==> src/rtl/pdua_cu_pkg.sv <==
// Shared types and constants for the PDUA control unit: state encoding, opcodes,
// ALU select codes, register-bank addresses and the packed control-word layout.
package pdua_cu_pkg;

    localparam int unsigned CU_MAX_WIDTH  = 8;
    localparam int unsigned CU_ADDR_WIDTH = 3;
    localparam int unsigned CU_OP_WIDTH   = 5;

    typedef enum logic [4:0] {
        S_INIT,
        S_FETCH0,
        S_FETCH1,
        S_FETCH2,
        S_DECODE,
        S_MOV_ACC_A,
        S_MOV_A_ACC,
        S_CTE_MAR,
        S_CTE_MDR,
        S_CTE_ACC,
        S_CTE_INC,
        S_LD_MAR,
        S_LD_MDR,
        S_LD_ACC,
        S_ST_MAR,
        S_ST_MDR,
        S_MOV_DPTR,
        S_NOT,
        S_AND,
        S_ADD,
        S_SHL,
        S_SHR,
        S_JMP_MAR,
        S_JMP_MDR,
        S_JMP_PC,
        S_JSKIP,
        S_HALT
    } state_t;

    localparam logic [CU_OP_WIDTH-1:0] OP_NOP         = 5'b00000;
    localparam logic [CU_OP_WIDTH-1:0] OP_MOV_ACC_A   = 5'b00001;
    localparam logic [CU_OP_WIDTH-1:0] OP_MOV_A_ACC   = 5'b00010;
    localparam logic [CU_OP_WIDTH-1:0] OP_MOV_ACC_CTE = 5'b00011;
    localparam logic [CU_OP_WIDTH-1:0] OP_MOV_ACC_IND = 5'b00100;
    localparam logic [CU_OP_WIDTH-1:0] OP_MOV_IND_ACC = 5'b00101;
    localparam logic [CU_OP_WIDTH-1:0] OP_MOV_DPTR    = 5'b00110;
    localparam logic [CU_OP_WIDTH-1:0] OP_NOT         = 5'b00111;
    localparam logic [CU_OP_WIDTH-1:0] OP_AND         = 5'b01000;
    localparam logic [CU_OP_WIDTH-1:0] OP_ADD         = 5'b01001;
    localparam logic [CU_OP_WIDTH-1:0] OP_SHL         = 5'b01010;
    localparam logic [CU_OP_WIDTH-1:0] OP_SHR         = 5'b01011;
    localparam logic [CU_OP_WIDTH-1:0] OP_JMP         = 5'b01100;
    localparam logic [CU_OP_WIDTH-1:0] OP_JZ          = 5'b01101;
    localparam logic [CU_OP_WIDTH-1:0] OP_JN          = 5'b01110;
    localparam logic [CU_OP_WIDTH-1:0] OP_JC          = 5'b01111;
    localparam logic [CU_OP_WIDTH-1:0] OP_HALT        = 5'b11111;

    localparam logic [2:0] SEL_PASSB = 3'b000;
    localparam logic [2:0] SEL_AND   = 3'b001;
    localparam logic [2:0] SEL_ADD   = 3'b010;
    localparam logic [2:0] SEL_NOT   = 3'b011;
    localparam logic [2:0] SEL_INC   = 3'b100;
    localparam logic [2:0] SEL_SHL   = 3'b101;
    localparam logic [2:0] SEL_SHR   = 3'b110;

    localparam logic [CU_ADDR_WIDTH-1:0] REG_PC   = 3'd0;
    localparam logic [CU_ADDR_WIDTH-1:0] REG_DPTR = 3'd2;
    localparam logic [CU_ADDR_WIDTH-1:0] REG_A    = 3'd3;
    localparam logic [CU_ADDR_WIDTH-1:0] REG_ACC  = 3'd7;

    typedef struct packed {
        logic                     sclr;
        logic                     ir_en;
        logic                     mar_en;
        logic                     mdr_en;
        logic                     mdr_alu_n;
        logic                     wr_rdn;
        logic                     enaf;
        logic [2:0]               selop;
        logic [1:0]               shamt;
        logic                     bank_wr_en;
        logic [CU_ADDR_WIDTH-1:0] busb;
        logic [CU_ADDR_WIDTH-1:0] busc;
        logic                     halted;
        logic                     illegal_op;
        logic                     instr_start;
    } ctrl_t;

endpackage

==> src/rtl/pdua_cu_decode.sv <==
// Combinational opcode decoder: picks the first execute state for the opcode in IR
// (conditional jumps resolved here from the flags) and flags undefined opcodes.
module pdua_cu_decode
    import pdua_cu_pkg::*;
(
    input  logic [CU_OP_WIDTH-1:0] opcode,
    input  logic                   flag_c,
    input  logic                   flag_n,
    input  logic                   flag_z,
    output state_t                 first_state,
    output logic                   illegal
);

    always_comb begin
        first_state = S_FETCH0;
        illegal     = 1'b0;
        case (opcode)
            OP_NOP:         first_state = S_FETCH0;
            OP_MOV_ACC_A:   first_state = S_MOV_ACC_A;
            OP_MOV_A_ACC:   first_state = S_MOV_A_ACC;
            OP_MOV_ACC_CTE: first_state = S_CTE_MAR;
            OP_MOV_ACC_IND: first_state = S_LD_MAR;
            OP_MOV_IND_ACC: first_state = S_ST_MAR;
            OP_MOV_DPTR:    first_state = S_MOV_DPTR;
            OP_NOT:         first_state = S_NOT;
            OP_AND:         first_state = S_AND;
            OP_ADD:         first_state = S_ADD;
            OP_SHL:         first_state = S_SHL;
            OP_SHR:         first_state = S_SHR;
            OP_JMP:         first_state = S_JMP_MAR;
            // A not-taken branch still has to step PC past its operand byte
            OP_JZ:          first_state = flag_z ? S_JMP_MAR : S_JSKIP;
            OP_JN:          first_state = flag_n ? S_JMP_MAR : S_JSKIP;
            OP_JC:          first_state = flag_c ? S_JMP_MAR : S_JSKIP;
            OP_HALT:        first_state = S_HALT;
            default: begin
                first_state = S_FETCH0;
                illegal     = 1'b1;
            end
        endcase
    end

endmodule

==> src/rtl/pdua_control_unit.sv <==
// Hardwired fetch/decode/execute controller for the PDUA datapath.
// Optional memory wait states via `define PDUA_CU_MEM_WAIT_EN (adds mem_ready).
module pdua_control_unit
    import pdua_cu_pkg::*;
#(
    parameter int unsigned MAX_WIDTH  = 8,
    parameter int unsigned ADDR_WIDTH = 3,
    parameter int unsigned OP_WIDTH   = 5
) (
    input  logic                  clk,
    input  logic                  rst,
    input  logic [OP_WIDTH-1:0]   out_IR,
    input  logic                  C,
    input  logic                  N,
    input  logic                  P,
    input  logic                  Z,
`ifdef PDUA_CU_MEM_WAIT_EN
    input  logic                  mem_ready,
`endif
    output logic                  sclr,
    output logic                  ir_en,
    output logic                  mar_en,
    output logic                  mdr_en,
    output logic                  mdr_alu_n,
    output logic                  wr_rdn,
    output logic                  enaf,
    output logic [2:0]            selop,
    output logic [1:0]            shamt,
    output logic                  bank_wr_en,
    output logic [ADDR_WIDTH-1:0] BusB_addr,
    output logic [ADDR_WIDTH-1:0] BusC_addr,
    output logic                  halted,
    output logic                  illegal_op,
    output logic                  instr_start
);

    if (MAX_WIDTH != CU_MAX_WIDTH || OP_WIDTH != CU_OP_WIDTH ||
        ADDR_WIDTH < CU_ADDR_WIDTH) begin : g_bad_cfg
        $error("pdua_control_unit: parameters disagree with pdua_cu_pkg constants");
    end

    state_t state;
    state_t state_nxt;
    state_t dec_state;
    logic   dec_illegal;
    logic   mem_go;
    ctrl_t  ctrl;
    ctrl_t  ctrl_q;
    logic   flag_p_unused;

    assign flag_p_unused = P;

`ifdef PDUA_CU_MEM_WAIT_EN
    assign mem_go = mem_ready;
`else
    assign mem_go = 1'b1;
`endif

    pdua_cu_decode u_decode (
        .opcode      (out_IR),
        .flag_c      (C),
        .flag_n      (N),
        .flag_z      (Z),
        .first_state (dec_state),
        .illegal     (dec_illegal)
    );

    always_ff @(posedge clk) begin
        if (!rst) begin
            state <= S_INIT;
        end else begin
            state <= state_nxt;
        end
    end

    always_comb begin
        ctrl      = '0;
        state_nxt = state;
        case (state)
            S_INIT: begin
                ctrl.sclr = 1'b1;
                state_nxt = S_FETCH0;
            end
            S_FETCH0: begin
                ctrl.busb        = REG_PC;
                ctrl.selop       = SEL_PASSB;
                ctrl.mar_en      = 1'b1;
                ctrl.instr_start = 1'b1;
                state_nxt        = S_FETCH1;
            end
            S_FETCH1: begin
                ctrl.mdr_en = mem_go;
                if (mem_go) state_nxt = S_FETCH2;
            end
            S_FETCH2: begin
                ctrl.ir_en      = 1'b1;
                ctrl.busb       = REG_PC;
                ctrl.selop      = SEL_INC;
                ctrl.bank_wr_en = 1'b1;
                ctrl.busc       = REG_PC;
                state_nxt       = S_DECODE;
            end
            S_DECODE: begin
                ctrl.illegal_op = dec_illegal;
                state_nxt       = dec_state;
            end
            S_MOV_ACC_A: begin
                ctrl.busb       = REG_A;
                ctrl.selop      = SEL_PASSB;
                ctrl.busc       = REG_ACC;
                ctrl.bank_wr_en = 1'b1;
                ctrl.enaf       = 1'b1;
                state_nxt       = S_FETCH0;
            end
            S_MOV_A_ACC: begin
                ctrl.busb       = REG_ACC;
                ctrl.selop      = SEL_PASSB;
                ctrl.busc       = REG_A;
                ctrl.bank_wr_en = 1'b1;
                state_nxt       = S_FETCH0;
            end
            S_CTE_MAR, S_JMP_MAR: begin
                ctrl.busb   = REG_PC;
                ctrl.selop  = SEL_PASSB;
                ctrl.mar_en = 1'b1;
                state_nxt   = (state == S_CTE_MAR) ? S_CTE_MDR : S_JMP_MDR;
            end
            S_LD_MAR, S_ST_MAR: begin
                ctrl.busb   = REG_DPTR;
                ctrl.selop  = SEL_PASSB;
                ctrl.mar_en = 1'b1;
                state_nxt   = (state == S_LD_MAR) ? S_LD_MDR : S_ST_MDR;
            end
            // Operand reads share one body; only the follow-on state differs
            S_CTE_MDR, S_LD_MDR, S_JMP_MDR: begin
                ctrl.mdr_en = mem_go;
                if (mem_go) begin
                    case (state)
                        S_CTE_MDR: state_nxt = S_CTE_ACC;
                        S_LD_MDR:  state_nxt = S_LD_ACC;
                        default:   state_nxt = S_JMP_PC;
                    endcase
                end
            end
            S_CTE_ACC, S_LD_ACC: begin
                ctrl.mdr_alu_n  = 1'b1;
                ctrl.busc       = REG_ACC;
                ctrl.bank_wr_en = 1'b1;
                state_nxt       = (state == S_CTE_ACC) ? S_CTE_INC : S_FETCH0;
            end
            S_CTE_INC, S_JSKIP: begin
                ctrl.busb       = REG_PC;
                ctrl.selop      = SEL_INC;
                ctrl.busc       = REG_PC;
                ctrl.bank_wr_en = 1'b1;
                state_nxt       = S_FETCH0;
            end
            S_JMP_PC: begin
                ctrl.mdr_alu_n  = 1'b1;
                ctrl.busc       = REG_PC;
                ctrl.bank_wr_en = 1'b1;
                state_nxt       = S_FETCH0;
            end
            S_ST_MDR: begin
                ctrl.busb   = REG_ACC;
                ctrl.selop  = SEL_PASSB;
                ctrl.wr_rdn = 1'b1;
                ctrl.mdr_en = mem_go;
                if (mem_go) state_nxt = S_FETCH0;
            end
            S_MOV_DPTR: begin
                ctrl.busb       = REG_ACC;
                ctrl.selop      = SEL_PASSB;
                ctrl.busc       = REG_DPTR;
                ctrl.bank_wr_en = 1'b1;
                state_nxt       = S_FETCH0;
            end
            S_NOT, S_AND, S_ADD, S_SHL, S_SHR: begin
                ctrl.busc       = REG_ACC;
                ctrl.bank_wr_en = 1'b1;
                ctrl.enaf       = 1'b1;
                state_nxt       = S_FETCH0;
                case (state)
                    S_NOT: ctrl.selop = SEL_NOT;
                    S_AND: begin ctrl.selop = SEL_AND; ctrl.busb = REG_A; end
                    S_ADD: begin ctrl.selop = SEL_ADD; ctrl.busb = REG_A; end
                    S_SHL: begin ctrl.selop = SEL_SHL; ctrl.shamt = 2'b01; end
                    default: begin ctrl.selop = SEL_SHR; ctrl.shamt = 2'b01; end
                endcase
            end
            S_HALT: begin
                ctrl.halted = 1'b1;
            end
            default: begin
                state_nxt = S_INIT;
            end
        endcase
    end

    // Gating with rst keeps the reset cycle free of strobes even mid-instruction
    assign ctrl_q = rst ? ctrl : '0;

    assign sclr        = ctrl_q.sclr;
    assign ir_en       = ctrl_q.ir_en;
    assign mar_en      = ctrl_q.mar_en;
    assign mdr_en      = ctrl_q.mdr_en;
    assign mdr_alu_n   = ctrl_q.mdr_alu_n;
    assign wr_rdn      = ctrl_q.wr_rdn;
    assign enaf        = ctrl_q.enaf;
    assign selop       = ctrl_q.selop;
    assign shamt       = ctrl_q.shamt;
    assign bank_wr_en  = ctrl_q.bank_wr_en;
    assign BusB_addr   = ADDR_WIDTH'(ctrl_q.busb);
    assign BusC_addr   = ADDR_WIDTH'(ctrl_q.busc);
    assign halted      = ctrl_q.halted;
    assign illegal_op  = ctrl_q.illegal_op;
    assign instr_start = ctrl_q.instr_start;

endmodule
==> config.mk <==
export PLATFORM = sky130hd
export DESIGN_NAME = pdua_control_unit
export DESIGN_NICKNAME = d
export VERILOG_FILES = /design/src/rtl/pdua_cu_pkg.sv /design/src/rtl/pdua_cu_decode.sv /design/src/rtl/pdua_control_unit.sv
export SDC_FILE = /design/constraint.sdc
export NUM_CORES = 1
export LEC_CHECK = 0
export CAP_MARGIN = 5
export CELL_PAD_IN_SITES_DETAIL_PLACEMENT = 0
export CELL_PAD_IN_SITES_GLOBAL_PLACEMENT = 1
export CORE_AREA = 2 2 57 59
export DETAILED_ROUTE_END_ITERATION = 16
export DIE_AREA = 0 0 59 61
export DONT_BUFFER_PORTS = 1
export PLACE_DENSITY = 0.79
export SLEW_MARGIN = 20
export SYNTH_ARGS = -nofsm -noshare
export SYNTH_HDL_FRONTEND = slang
export SYNTH_SLANG_ARGS = --single-unit
==> constraint.sdc <==
create_clock -name clk -period 4.1 [get_ports clk]
set_clock_uncertainty 0.15 [all_clocks]
set_input_delay 0.615 -clock clk [delete_from_list [all_inputs] [get_ports clk]]
set_output_delay 0.615 -clock clk [all_outputs]
set_load 0.02 [all_outputs]
; After elaboration in Yosys (flattened, before gate mapping)
; Cells that the tools add are included.
[totals]
regBits = 5
input_bits = 11
output_inout_bits = 22
wordCells = 91
[classes]
eq_ne = 42
n_mux = 29
n_reduce_logical = 19
[ops]
columns = cell, count
row1 = "equality test 5 x 4 -> 1 bit, second input constant", 16
row2 = case mux 5 bit (16 select lines), 1
row3 = "equality test 5 bit, second input constant", 12
row4 = case mux 5 bit (10 select lines), 1
row5 = "equality test 5 x 3 -> 1 bit, second input constant", 8
row6 = case mux 3 bit (4 select lines), 2
row7 = two-way mux 22 bit, 1
row8 = "equality test 5 x 2 -> 1 bit, second input constant", 4
row9 = OR reduction 17 bit, 1
row10 = two-way mux 4 bit, 4
row11 = OR reduction 3 bit, 5
row12 = OR reduction 5 bit, 3
row13 = two-way mux 1 bit, 14
row14 = OR reduction 14 bit, 1
row15 = OR reduction 13 bit, 1
row16 = "equality test 5 x 1 -> 1 bit, second input constant", 2
row17 = zero test 5 bit, 2
row18 = case mux 5 bit (2 select lines), 1
row19 = case mux 3 bit (3 select lines), 1
row20 = OR reduction 2 bit, 4
row21 = OR reduction 8 bit, 1
row22 = case mux 3 bit (2 select lines), 1
row23 = OR reduction 6 bit, 1
row24 = two-way mux 5 bit, 1
row25 = two-way mux 2 bit, 2

; Depth between registers and ports, before layout
[depth]
depth_word = 5
mapped_depth = 7
depth_no_buf = 5

; Hierarchy
; A second synthesis with hierarchy kept.
[unflattened]
cells_unflattened = 178
hier_area_um2 = 1234.9
[by_module_without_submodules]
columns = mod, instances, cells_each, area_per_inst_um2, seq_area_each_um2
row1 = pdua_control_unit, 1, 144, 989.7, 100.1
row2 = pdua_cu_decode, 1, 34, 245.2, 0.0

; Least setup slack after synthesis
; No wires, ideal clock.
[synth_timing]
path_kind = input to output
start = input rst
end = output enaf
arrival_time_ns = 2.054
required_ns = 3.335
setup_slack_ns = 1.281
cell_stages = 3
n_path_buf = 1
cell_sequence = clkbuf_1 > nand2_1 > a2111oi_0
[synth_via]
elab_chain_cells = 1
[synth_rtl]
columns = element, line_no
row1 = from (decl), pdua_control_unit.sv:11  ; input logic rst,
row2 = two-way mux 22 bit, pdua_control_unit.sv:201  ; assign ctrl_q = rst ? ctrl : '0;
row3 = to (decl), pdua_control_unit.sv:26  ; output logic enaf,
; Every way passes these cells.

; Worst setup path after layout
[layout_timing]
start = register state[1]
end = output halted
[layout_via]
elab_chain_cells = 3
[layout_rtl]
columns = element, line_no
row1 = from (decl), pdua_control_unit.sv:42  ; state_t state;
row2 = from (signal assigned), pdua_control_unit.sv:72  ; state <= state_nxt;
row3 = equality test 5 bit, pdua_control_unit.sv:79  ; case (state)
row4 = two-way mux 1 bit, pdua_control_unit.sv:79
row5 = two-way mux 22 bit, pdua_control_unit.sv:201
row6 = to (decl), pdua_control_unit.sv:32  ; output logic halted,
; Every way passes these cells.

==> run summary <==
outcome: completed
biggest registers after layout: state (5)
via count of the first global-routing pass: 1,036
most common flop cell mapped by yosys: sky130_fd_sc_hd__dfxtp_1
clock-pin slew reported for the worst setup and hold paths after clock tree synthesis: 0.04 ns
starting density of the core: 38.77%
clock power share: 28.6%
Die Area: 3599 um^2
switching pwr: 77.25 uW
area grow syn2layout: -2.623%
critical path, cell by cell: nor2b_1, nor3b_1
share of total power in combinational logic: 34.9%
std cell rows: 20
worst hold margin: 0.3513 ns
detailed-route via count: 1,274
hold-critical path depth: 1
TritonCTS clock tree: done
proportion of synthesized chip area in sequential cells: 8.743%
leakage power total: 0.0004060 uW
unrepaired setup endpoints after global routing: false
Max Freq: 319.0 MHz
total negative setup slack: 0 ns
maximum buffer depth of the clock tree: 2
buffer cell driving the clock tree root: sky130_fd_sc_hd__clkbuf_4
Overall Global Routing Usage: 16.26%
Hold Startpoint: rst
Chip Height: 61 um
reg-to-reg endpoint: state[4]
initial antenna violation count: 0
VDD IR-drop max: 0.00008277 V
total I/O pin count: 33
DR DRC count: 0
pin count of the biggest net entering global routing: 37
total wirelength of the detailed-routed design: 2954 um
total overflow reported by the global router: 0
core region area: 2953 um^2
worst setup path category: reg2out
YS warnings: 0
placer congestion estimate: 0.8518
flip-flop count of the largest register, all copies and words added: 5
crit start category: flop
Worst R2R Path Depth: 3
internal power: 120.4 uW
minimum setup slack among reg-to-reg paths: 1.57 ns
detailed router's first-iteration violation count: 139
Filler cells: 324
estimated wirelength of the detail-placed design: 2072 um
synthesized area per cell: 6.057 um^2
largest stage delay on the critical path: 1.02 ns
maximum net fanout on the critical path: 36
register cell area after layout: 100.1 um^2
worst path arrival time: 2.37 ns
total power divided by cell area: 177.3 nW/um^2
area of the mapped netlist: 1145 um^2
slew at the pin with the worst max-slew slack: 1.075 ns
number of H-tree levels: 1
final hold viol count: 0
Max-cap violations: 0
final-stage net count: 184
Final Max Slew Viols: 0
count of flip-flops with a built-in enable after synthesis: 0
worst rel slew slack: 28.23%
timing startpoint of the critical path: state[1]
fin crit share: 76.45%
footprint of the multi-input gates: 920.9 um^2
Post-synth ARST share: 0%
element type at the critical path end: primary output
largest register by flop count: state
type of the tightest min-delay check: in2reg
Data required, critical path: 3.34 ns
time the final worst path needs with I/O delays and setup: 3.134 ns
wire length of the first global-routing pass: 4623 um
number of unique standard cell types used by synthesis: 45
Clock Sinks: 5
number of cells upsized or downsized after cts: 0
number of register bits inferred by synthesis: 5
Setup Fix Bufs, Post-CTS: 0
average vias per placed instance: 6.215
number of cells produced by synthesis: 189
average detailed-routed wire length per instance: 14.41 um
share of final-layout standard cells stronger than drive strength 1: 4.651%
sequential group share of total power: 36.4%
critical-path cell with the highest stage delay: sky130_fd_sc_hd__dfxtp_1
antenna violation net count after detailed routing: 0
hold worst-path end: state[2]
beginning of the worst register-to-register path: state[1]
Ant. Diodes: 0
count of endpoints failing setup in the final report: 0
clock latency on the worst-skew pair: 0.24 ns
Pre-Repair DR Iteration Count: 4
proportion of total power due to net switching: 39.08%
hold-fix buffer count after cts: 0
horizontal extent of the die: 59 um
Port-buffer cells: 0
clock buffer count from CTS: 3
number of nets produced by synthesis: 200
## cell families after synthesis
family,after synthesis,share of synthesized area [%]
buffers and inverters,27,10.93
and+or+nand+nor,88,40.00
muxes,2,1.749
DFF,5,8.744
AOI/OAI and AO/OA,61,34.43
other,1,0.3276
xor gates and xnor gates,5,3.825
## power by group through the flow
| stage | clock, uW | sequential (uW) | combinational [uW] |
|---|---|---|---|
| 5_1_grt | 64.2 | 74.5 | 76.4 |
| 3_5_place_dp | 0 | 72.5 | 68.8 |
| 2_1_floorplan | 0 | 53.4 | 87.3 |
| 6_report | 56.6 | 72.0 | 69.0 |
| 3_3_place_gp | 0 | 71.5 | 66.9 |
| 4_1_cts | 57.7 | 71.9 | 69.2 |
## layout make-up
type	instances	share of cell area [%]
flip-flops and latches	5	8.979
clock buffers	4	2.357
repair buffers	1	0.6734
multi-input cells	157	82.60
well taps	33	3.704
inverters	5	1.684
## cells in the final DEF (no fill, tap or decap), types with 2 or more instances in the layout
master | Yosys | layout
sky130_fd_sc_hd__a211oi_1 | 3 | 3
sky130_fd_sc_hd__a21boi_0 | 2 | 2
sky130_fd_sc_hd__a21oi_1 | 12 | 12
sky130_fd_sc_hd__a22o_1 | 3 | 3
sky130_fd_sc_hd__a22oi_1 | 2 | 2
sky130_fd_sc_hd__a31o_2 | 2 | 2
sky130_fd_sc_hd__and2_1 | 5 | 5
sky130_fd_sc_hd__and2b_1 | 2 | 2
sky130_fd_sc_hd__and3_1 | 4 | 4
sky130_fd_sc_hd__clkbuf_4 | 0 | 3
sky130_fd_sc_hd__dfxtp_1 | 5 | 5
sky130_fd_sc_hd__inv_1 | 5 | 5
sky130_fd_sc_hd__mux2i_1 | 2 | 2
sky130_fd_sc_hd__nand2_1 | 24 | 24
sky130_fd_sc_hd__nand2b_1 | 4 | 4
sky130_fd_sc_hd__nand3_1 | 3 | 3
sky130_fd_sc_hd__nand4_1 | 4 | 4
sky130_fd_sc_hd__nor2_1 | 14 | 14
sky130_fd_sc_hd__nor2b_1 | 13 | 13
sky130_fd_sc_hd__nor3_1 | 6 | 6
sky130_fd_sc_hd__nor3b_1 | 4 | 4
sky130_fd_sc_hd__o21a_1 | 3 | 3
sky130_fd_sc_hd__o21ai_0 | 17 | 17
sky130_fd_sc_hd__o22ai_1 | 5 | 5
sky130_fd_sc_hd__o32ai_1 | 2 | 2
sky130_fd_sc_hd__xnor2_1 | 4 | 4
## per-layer routing
layer / part of all wire [%] / GRT usage, %
met2: 47 / 27.78
met1: 47 / 20.87
met3: 5.4 / 2.345
met5: 0 / 0
met4: 0.64 / 5.844
## worst max path at each step
stage	end	slack [ns]	cells after the start
after floorplan	enaf	1.28	3
after global placement	halted	1.26	2
after detailed placement	halted	1.22	2
after CTS	halted	0.96	2
after global routing	halted	0.79	2
final	halted	0.97	2
## per-stage QoR
step                      std cells  worst slack [ns]  cell area (um^2)  power [uW]  utilization (%)
after CTS                       205            0.9605              1115       198.8            37.75
after global placement          201             1.265              1089       138.4            36.86
after detailed placement        201             1.217              1089       141.3            36.86
after floorplan                 189             1.281              1145       140.7                -
final                           205            0.9657              1115       197.7            37.75
after global routing            205            0.7914              1115       215.0            37.75
## Yosys cell counts, drive strengths merged (2+ instances only)
library cell	n	area, um^2
a21oi	12	60.06
nor3b	4	30.03
clkbuf	5	18.77
nor2	14	52.55
and3	4	25.02
a2111oi	2	17.52
o21a	3	22.52
a22o	3	26.28
a31o	2	17.52
xnor2	4	35.03
o22ai	5	31.28
o21ai	18	90.08
nand4	4	25.02
nand2b	4	25.02
o32ai	2	17.52
and2b	2	15.01
nand3	3	15.01
a21boi	3	22.52
mux2i	2	20.02
or2	2	15.02
a211oi	3	22.52
buf	17	87.58
and2	5	31.28
a22oi	2	15.01
nor3	6	30.03
nand2	24	90.09
nor2b	13	81.33
dfxtp	5	100.1
inv	5	18.77
## critical path: cells and delay by family, from the launching register on
kind	cells	cell delay, ns
AND/OR/NAND/NOR	2	1.10
flip-flops	1	1.02
Note: power is estimated with default switching activity, not from simulation.
